### src/rtl/alu_exec_stage.sv
// ALU execute stage: one-deep registered result with valid/ready on both sides.
// Default build: every operation completes in one cycle through a barrel shifter.
// Macro ALU_SERIAL_SHIFT_EN: SLL/SRL/SRA with a non-zero amount run serially,
// one bit per cycle, in the SHIFT state; all other operations stay single-cycle.
//
// Handshake: a transfer happens on a rising edge where valid && ready are both
// high on the same side; valid must not depend on ready, and a producer holds
// its payload until the transfer edge.
module alu_exec_stage #(
  parameter int XLEN = 32
) (
  input  logic            clk,
  input  logic            rst,
  input  logic            in_valid,
  output logic            in_ready,
  input  logic [3:0]      alu_ctrl,
  input  logic [XLEN-1:0] op_a,
  input  logic [XLEN-1:0] op_b,
  output logic            out_valid,
  input  logic            out_ready,
  output logic [XLEN-1:0] result,
  output logic            illegal,
  output logic            dbg_state_o
);

  localparam logic [3:0] OP_ADD  = 4'd0;
  localparam logic [3:0] OP_SUB  = 4'd1;
  localparam logic [3:0] OP_AND  = 4'd2;
  localparam logic [3:0] OP_OR   = 4'd3;
  localparam logic [3:0] OP_XOR  = 4'd4;
  localparam logic [3:0] OP_SLL  = 4'd5;
  localparam logic [3:0] OP_SLT  = 4'd6;
  localparam logic [3:0] OP_SLTU = 4'd7;
  localparam logic [3:0] OP_SRA  = 4'd8;
  localparam logic [3:0] OP_SRL  = 4'd9;
  localparam logic [3:0] OP_PASS = 4'd10;
  localparam logic [3:0] OP_CSR  = 4'd11;

  typedef enum logic {IDLE = 1'b0, SHIFT = 1'b1} state_t;

  state_t          state_q, state_d;
  logic            out_valid_q, out_valid_d;
  logic [XLEN-1:0] result_q, result_d;
  logic            illegal_q, illegal_d;
  logic [XLEN-1:0] alu_res;
  logic            alu_ill;
  logic [4:0]      shamt;
  logic            transfer;
  logic            out_free;

`ifdef ALU_SERIAL_SHIFT_EN
  localparam logic [1:0] SK_SLL = 2'd0;
  localparam logic [1:0] SK_SRL = 2'd1;
  localparam logic [1:0] SK_SRA = 2'd2;

  logic [4:0]      cnt_q, cnt_d;
  logic [XLEN-1:0] sh_q, sh_d, sh_next;
  logic [1:0]      kind_q, kind_d;
  logic            is_shift;
`endif

  assign shamt       = op_b[4:0];
  assign out_free    = !out_valid_q || out_ready;
  assign in_ready    = (state_q != SHIFT) && out_free;
  assign transfer    = in_valid && in_ready;
  assign out_valid   = out_valid_q;
  assign result      = result_q;
  assign illegal     = illegal_q;
  assign dbg_state_o = state_q;

  // Single-cycle ALU datapath; in serial mode shifts only cover amount 0 here.
  always_comb begin
    alu_res = '0;
    alu_ill = 1'b0;
    case (alu_ctrl)
      OP_ADD:  alu_res = op_a + op_b;
      OP_SUB:  alu_res = op_a - op_b;
      OP_AND:  alu_res = op_a & op_b;
      OP_OR:   alu_res = op_a | op_b;
      OP_XOR:  alu_res = op_a ^ op_b;
      OP_SLT:  alu_res = {{(XLEN-1){1'b0}}, ($signed(op_a) < $signed(op_b))};
      OP_SLTU: alu_res = {{(XLEN-1){1'b0}}, (op_a < op_b)};
`ifdef ALU_SERIAL_SHIFT_EN
      OP_SLL:  alu_res = op_a;
      OP_SRA:  alu_res = op_a;
      OP_SRL:  alu_res = op_a;
`else
      OP_SLL:  alu_res = op_a << shamt;
      OP_SRA:  alu_res = $unsigned($signed(op_a) >>> shamt);
      OP_SRL:  alu_res = op_a >> shamt;
`endif
      OP_PASS: alu_res = op_b;
      OP_CSR:  alu_res = op_a;
      default: alu_ill = 1'b1;
    endcase
  end

`ifdef ALU_SERIAL_SHIFT_EN
  // One-bit step of the serial shifter for the latched shift kind.
  always_comb begin
    sh_next = sh_q;
    case (kind_q)
      SK_SLL:  sh_next = {sh_q[XLEN-2:0], 1'b0};
      SK_SRL:  sh_next = {1'b0, sh_q[XLEN-1:1]};
      default: sh_next = {sh_q[XLEN-1], sh_q[XLEN-1:1]};
    endcase
  end

  assign is_shift = (alu_ctrl == OP_SLL) || (alu_ctrl == OP_SRL) ||
                    (alu_ctrl == OP_SRA);
`endif

  // Next-state: output register drain/load and the IDLE/SHIFT sequencing.
  always_comb begin
    state_d     = state_q;
    out_valid_d = out_valid_q;
    result_d    = result_q;
    illegal_d   = illegal_q;
`ifdef ALU_SERIAL_SHIFT_EN
    cnt_d       = cnt_q;
    sh_d        = sh_q;
    kind_d      = kind_q;
`endif
    if (out_valid_q && out_ready) begin
      out_valid_d = 1'b0;
    end
`ifdef ALU_SERIAL_SHIFT_EN
    if (transfer && is_shift && (shamt != 5'd0)) begin
      state_d = SHIFT;
      cnt_d   = shamt;
      sh_d    = op_a;
      kind_d  = (alu_ctrl == OP_SLL) ? SK_SLL :
                (alu_ctrl == OP_SRL) ? SK_SRL : SK_SRA;
    end else if (transfer) begin
      result_d    = alu_res;
      illegal_d   = alu_ill;
      out_valid_d = 1'b1;
    end
    // The final step waits if the previous result is still stalled downstream.
    if (state_q == SHIFT && ((cnt_q != 5'd1) || out_free)) begin
      sh_d  = sh_next;
      cnt_d = cnt_q - 5'd1;
      if (cnt_q == 5'd1) begin
        result_d    = sh_next;
        illegal_d   = 1'b0;
        out_valid_d = 1'b1;
        state_d     = IDLE;
      end
    end
`else
    if (transfer) begin
      result_d    = alu_res;
      illegal_d   = alu_ill;
      out_valid_d = 1'b1;
    end
    state_d = IDLE;
`endif
  end

  // State and output registers with synchronous reset.
  always_ff @(posedge clk) begin
    if (rst) begin
      state_q     <= IDLE;
      out_valid_q <= 1'b0;
      result_q    <= '0;
      illegal_q   <= 1'b0;
`ifdef ALU_SERIAL_SHIFT_EN
      cnt_q       <= '0;
      sh_q        <= '0;
      kind_q      <= '0;
`endif
    end else begin
      state_q     <= state_d;
      out_valid_q <= out_valid_d;
      result_q    <= result_d;
      illegal_q   <= illegal_d;
`ifdef ALU_SERIAL_SHIFT_EN
      cnt_q       <= cnt_d;
      sh_q        <= sh_d;
      kind_q      <= kind_d;
`endif
    end
  end

endmodule

### config.mk
export PLATFORM = sky130hd
export DESIGN_NAME = alu_exec_stage
export DESIGN_NICKNAME = d
export VERILOG_FILES = /design/src/rtl/alu_exec_stage.sv
export SDC_FILE = /design/constraint.sdc
export NUM_CORES = 1
export LEC_CHECK = 0
export ABC_AREA = 1
export CAP_MARGIN = 0
export CORE_MARGIN = 10
export CORE_UTILIZATION = 40
export CTS_CLUSTER_DIAMETER = 40
export CTS_CLUSTER_SIZE = 20
export DETAILED_ROUTE_END_ITERATION = 8
export PLACE_DENSITY = 0.6
export REMOVE_ABC_BUFFERS = 1
export SLEW_MARGIN = 15
export SYNTH_ARGS = -nofsm -noshare
export SYNTH_HDL_FRONTEND = slang
export SYNTH_SLANG_ARGS = --single-unit
### constraint.sdc
create_clock -name clk -period 3.3 [get_ports clk]
set_input_delay 0.99 -clock clk [delete_from_list [all_inputs] [get_ports clk]]
set_output_delay 0.99 -clock clk [all_outputs]
set_load 0.005 [all_outputs]
* Word-level counts from Yosys, hierarchy flattened
Index checks and enable logic that the tools add are counted.
** Storage, ports and cells
- Register bits :: 34
- Latch bits :: 0
- Memory bits (writable) :: 0
- Memory bits (read-only) :: 0
- Output and inout bits :: 36
- Logic and storage cells :: 35
- Memories :: 0
** Cells by class
- $add $sub $neg :: 2
- Multiply operators :: 0
- Divide/modulo/power cells :: 0
- $lt $le $gt $ge :: 2
- Equality and inequality tests :: 11
- Shift operators :: 3
- Multiplexer cells :: 4
- Bitwise logic cells :: 3
- Reductions and logical operators :: 7
** Operators by type and width (count)
- case mux 32 bit (12 select lines) :: 1
- less-than comparator 32 bit :: 2
- adder 32 bit :: 1
- AND 32 bit :: 1
- OR 32 bit :: 1
- << shifter 32 x 5 -> 32 bit :: 1
- right shift 32 x 5 -> 32 bit :: 1
- >>> shifter 32 x 5 -> 32 bit :: 1
- subtractor 32 bit :: 1
- XOR 32 bit :: 1
- == test 4 x 3 -> 1 bit (second input constant) :: 4
- == test 4 bit (second input constant) :: 4
- OR reduction 12 bit :: 1
- == test 4 x 2 -> 1 bit (second input constant) :: 2
- == test 4 x 1 -> 1 bit (second input constant) :: 1
- logical NOT 4 bit :: 1
- two-way mux 1 bit :: 3
- logical AND 1 bit :: 2
- nonzero test 2 bit :: 1
- logical NOT 1 bit :: 1
- logical OR 1 bit :: 1

* Longest topological paths before layout
- Depth after elaboration :: 4
- Mapped depth :: 20
- Depth with buffers taken out :: 18

* Worst setup path after synthesis
No wires, ideal clock.
- Path kind :: input port to flip-flop
- Start point :: input port op_b[3]
- End point :: register result_q[0], in the netlist result[0]
- Setup time :: 0.138 ns
- Data arrival time :: 3.021 ns
- Setup slack :: 0.141 ns
- Stages on the path :: 20
- Buffers on the path :: 4
- Path through :: buf_2 clkinv_1 buf_2 buf_2 ha_1 buf_4 nor2_1 nand2_1 nand2_1 nand3_1 nand2_1 nand2_1 nand2_1 nand2_1 nand2_1 nor2_1 nor2_1 nand2_1 nand2_1 a21oi_1
** Between the ends
- Longest elaborated chain between the ends :: 2
- Elaborated cells between the ends (all ways) :: 6
- Those cells by class :: order compare (2); shift (3); mux (1)
** Ends and longest elaborated chain
- from (decl) :: line 18 : input logic [XLEN-1:0] op_b,
- less-than comparator 32 bit, or another cell as far along :: line 82 : OP_SLTU: alu_res = {{(XLEN-1){1'b0}}, (op_a < op_b)};
- case mux 32 bit (12 select lines) * :: line 75 : case (alu_ctrl)
- to (signal assigned) :: line 175 : result_q <= result_d;
- to (decl) :: line 43 : logic [XLEN-1:0] result_q, result_d;
Mark *: on every way between the ends. The rest lies on a longest branch, timed or not.
A chain may end at the register's enable or synchronous reset.

* Final worst setup path
- Start point :: input port op_a[25]
- End point :: register result_q[26], in the netlist result[26]
** Between the ends
- Longest elaborated chain between the ends :: 2
- Elaborated cells between the ends (all ways) :: 6
- Those cells by class :: add/sub (2); shift (3); mux (1)
** Ends and longest elaborated chain
- from (decl) :: line 17 : input logic [XLEN-1:0] op_a,
- subtractor 32 bit, or another cell as far along :: line 77 : OP_SUB: alu_res = op_a - op_b;
- case mux 32 bit (12 select lines) * :: line 75
Marked as above.

==> reports/summary.log <==
INFO  global_routing grt_max_degree=69
INFO  yosys          synth.most_common_cell=sky130_fd_sc_hd__nand2_1
INFO  clock_tree     cts.clk_slew.worst_paths=0.06ns
INFO  critical_path  r2r_end=result[11]
INFO  drt            postRouteAntennaNets=0
INFO  global_routing antenna_found_initial=1
INFO  yosys          syn-cell-area=11900um2
INFO  sta            max_slew.worst_pin.slew=0.519ns
INFO  yosys          synthCells=2297
INFO  drt            routed-via-count=18100
INFO  job            max_cap_viol_count=0
INFO  clock_tree     cts_buffer_depth=2
INFO  critical_path  rr_startpoint=out_valid
INFO  critical_path  wp_data_arrival=3.43ns
INFO  sta            final-hold-violation-count=0
INFO  sta            maxClockFrequency=306MHz
INFO  sta            final_hold_slack=0.468ns
INFO  yosys          synth-warning-count=0
INFO  placed_design  gp_congestion=1.12
INFO  floorplan      placeableCoreArea=29500um2
INFO  floorplan      dieArea=37000um2
INFO  clock_tree     cts-htree-levels=2
INFO  drt            drt-total-wl=69.3mm
INFO  critical_path  cp_max_fo=6
INFO  floorplan      placementRows=63
INFO  yosys          post_synth_main_area_contributors=sky130_fd_sc_hd__nand2_1 24%, sky130_fd_sc_hd__nand3_1 17%, sky130_fd_sc_hd__ha_1 11%
INFO  sta            final_period_minus_worst_setup_slack=3.27ns
INFO  critical_path  cp-start-kind=primary input
INFO  yosys          syn-mean-instance-area=5.18um2
INFO  min_path       worstHoldPathCells=2
INFO  yosys          synth-edff-count=0
INFO  critical_path  timing_worst_setup_path_type=in2reg
INFO  critical_path  setup.worst_path.end_class=flip-flop
INFO  placed_design  dp.cells=3175
INFO  clock_tree     cts_hold_repair.buffers=0
INFO  power          irDropWorstVdd=0.226mV
INFO  sta            grt_setup_unrepaired=yes
INFO  drt            post-route-drc-count=0
INFO  yosys          number_of_storage_elements_in_the_synthesis_netlist=34
INFO  floorplan      die-width=192um
INFO  yosys          synth_largest_area_cell=sky130_fd_sc_hd__nand2_1
INFO  sta            post-route-worst-setup-slack=0.0303ns
INFO  power          power.density_cell_area=222nW/um2
INFO  clock_tree     clk_root_buffer_cell=sky130_fd_sc_hd__clkbuf_16
INFO  yosys          share_of_the_synthesized_area_in_the_top_cell_type=0.236
INFO  run_status     result_of_the_run=complete, no violations
INFO  floorplan      die_h=192um
INFO  cells_and_area finish.cell_count_without_fillers=3188
INFO  sta            timing_max_transition_violations_final=0
INFO  placed_design  pre_cts_slack=-0.845ns
INFO  sta            skew=0.00635ns
INFO  min_path       hold_path.startpoint=result[1]
INFO  cells_and_area n_antenna_cell=0
INFO  sta            finalCritPeriodShare=0.991
INFO  yosys          synth-async-reset-ratio=0
INFO  cells_and_area areaGrowthSynthToFinish=47.1%
INFO  drt            drt-wirelength-per-cell=21.7um
INFO  cells_and_area finish.utilization=0.593
INFO  placed_design  dp_hpwl=57.9mm
INFO  critical_path  worst_r2r_path_depth=7
INFO  floorplan      start_util=0.403
INFO  yosys          seq_area_frac_synth=0.0572
INFO  cells_and_area finalNetCount=2971
INFO  critical_path  worst_path_required=3.46ns
INFO  floorplan      boundaryPins=108
INFO  drt            drtIter0Drc=2251
INFO  clock_tree     numClockSinks=34
INFO  min_path       holdCritPathClass=reg2reg
INFO  clock_tree     cts_tree=yes
INFO  global_routing grt_pass1_wl=101mm
INFO  sta            maxSlewHeadroom=0.651
INFO  drt            route.detailed.vias_per_inst=5.68
INFO  yosys          yosys_most_used_dff=sky130_fd_sc_hd__dfxtp_1
INFO  global_routing number_of_global_route_vias_before_repair=17300
INFO  clock_tree     insertion_delay=0.30ns
INFO  power          pleak=9.22nW
INFO  placed_design  io_buffers=106
INFO  power          total_power=3.89mW
INFO  global_routing all_layer_gr_usage=0.359
INFO  yosys          post_synth_num_cell_types=55
INFO  yosys          ys_top_cells_by_count=749 x sky130_fd_sc_hd__nand2_1, 405 x sky130_fd_sc_hd__nand3_1, 275 x sky130_fd_sc_hd__inv_1
INFO  clock_tree     numCtsBuffers=5
INFO  sta            report.final.setup_viol=0
INFO  global_routing grt.overflow.total=0
INFO  min_path       hold-path-endpoint=result[1]
INFO  critical_path  ff2ff_setup_slack=1.83ns
INFO  drt            drt_first_pass_iters=6
INFO  cells_and_area drive_gt1_frac=0.243
-- cell type report --
cell class | count | area, um2
tap | 390 | 488
sequential | 34 | 681
clock inverter | 3 | 68.8
multi-input combinational | 1863 | 9950
timing repair buffer | 602 | 5070
inverter | 291 | 1110
clock buffer | 5 | 125
fill | 3016 | 12000
-- where the power goes --
group	internal, mW	leakage, nW	switching, mW
clock network	0.436	0.0940	0.232
registers	0.437	0.277	0.0190
logic	1.15	8.84	1.61
total	2.03	9.22	1.86
-- routing by layer --
metal  vias up  GRT usage  share of wire
li1       8496          -              -
met1      8291      0.446           0.39
met2      1092      0.588           0.44
met3       230     0.0504          0.097
met4         2      0.198          0.067
met5         -          0        0.00019
-- flip-flops by register name (all words and copies together) (netlist names) --
signal / cells
illegal: 1
out_valid: 1
result: 32
-- worst max-delay path by stage --
stage	to	cells after the start	startpoint	slack, ns
floorplan	result[0]	16	op_b[3]	-0.60
global placement	result[10]	17	op_b[0]	-0.80
CTS	result[20]	19	op_a[14]	0.001
global route	result[31]	15	op_a[25]	-0.07
finish	result[26]	15	op_a[25]	0.03
detailed placement	result[10]	17	op_b[0]	-0.85
-- through the flow --
stage          cell area (um2)  setup TNS [ns]
6_report                 17500               0
5_1_grt                  17500          -0.214
4_1_cts                  17000               0
3_5_place_dp             16700          -10.81
3_3_place_gp             16700          -10.15
2_1_floorplan            11200          -15.41
-- cell families (layout without fill, tap and decap cells) --
kind of cell             count (synthesis)  after routing  synth area share
XOR/XNOR                                 2              2           0.00147
AND/OR/NAND/NOR                       1467           1467             0.539
other                                    1              1          0.000315
AO/OA/AOI/OAI                          291            291             0.145
flip-flops                              34             34            0.0572
adder cells (fa/ha/maj)                102            102             0.109
buffers and inverters                  400            901             0.148
-- worst max-delay path, stage by stage --
cell and delay [ns]:
sky130_fd_sc_hd__clkdlybuf4s50_1 0.59, sky130_fd_sc_hd__inv_1 0.13, sky130_fd_sc_hd__ha_2 0.44, sky130_fd_sc_hd__buf_4 0.14, sky130_fd_sc_hd__nand2_1 0.06, sky130_fd_sc_hd__nor2_1 0.26, sky130_fd_sc_hd__nand2_1 0.11, sky130_fd_sc_hd__nor2_1 0.24
sky130_fd_sc_hd__nor2_1 0.09, sky130_fd_sc_hd__nand2_1 0.07, sky130_fd_sc_hd__nand2_1 0.05, sky130_fd_sc_hd__nand3_1 0.06, sky130_fd_sc_hd__nand3_1 0.08, sky130_fd_sc_hd__nand2_1 0.08, sky130_fd_sc_hd__a21oi_2 0.05
-- what timing repair did --
item / 4_1_cts / 5_1_grt
pin swaps: 5 / 13
endpoints found under the setup margin: 20 / 29
setup buffers: 1 / 4
gates resized for setup: 34 / 113
-- placed cells by master (no fill, tap or decap), types with 35 or more instances in the layout --
master and n:
sky130_fd_sc_hd__inv_1 262, sky130_fd_sc_hd__a21oi_1 90, sky130_fd_sc_hd__clkdlybuf4s50_1 93, sky130_fd_sc_hd__nor2_1 160, sky130_fd_sc_hd__nand4_1 35, sky130_fd_sc_hd__buf_4 473
sky130_fd_sc_hd__nand3_1 399, sky130_fd_sc_hd__nand2_1 736, sky130_fd_sc_hd__o22ai_1 37, sky130_fd_sc_hd__ha_1 76, sky130_fd_sc_hd__o21ai_0 49
No activity file was read; power rests on OpenSTA's default activity.
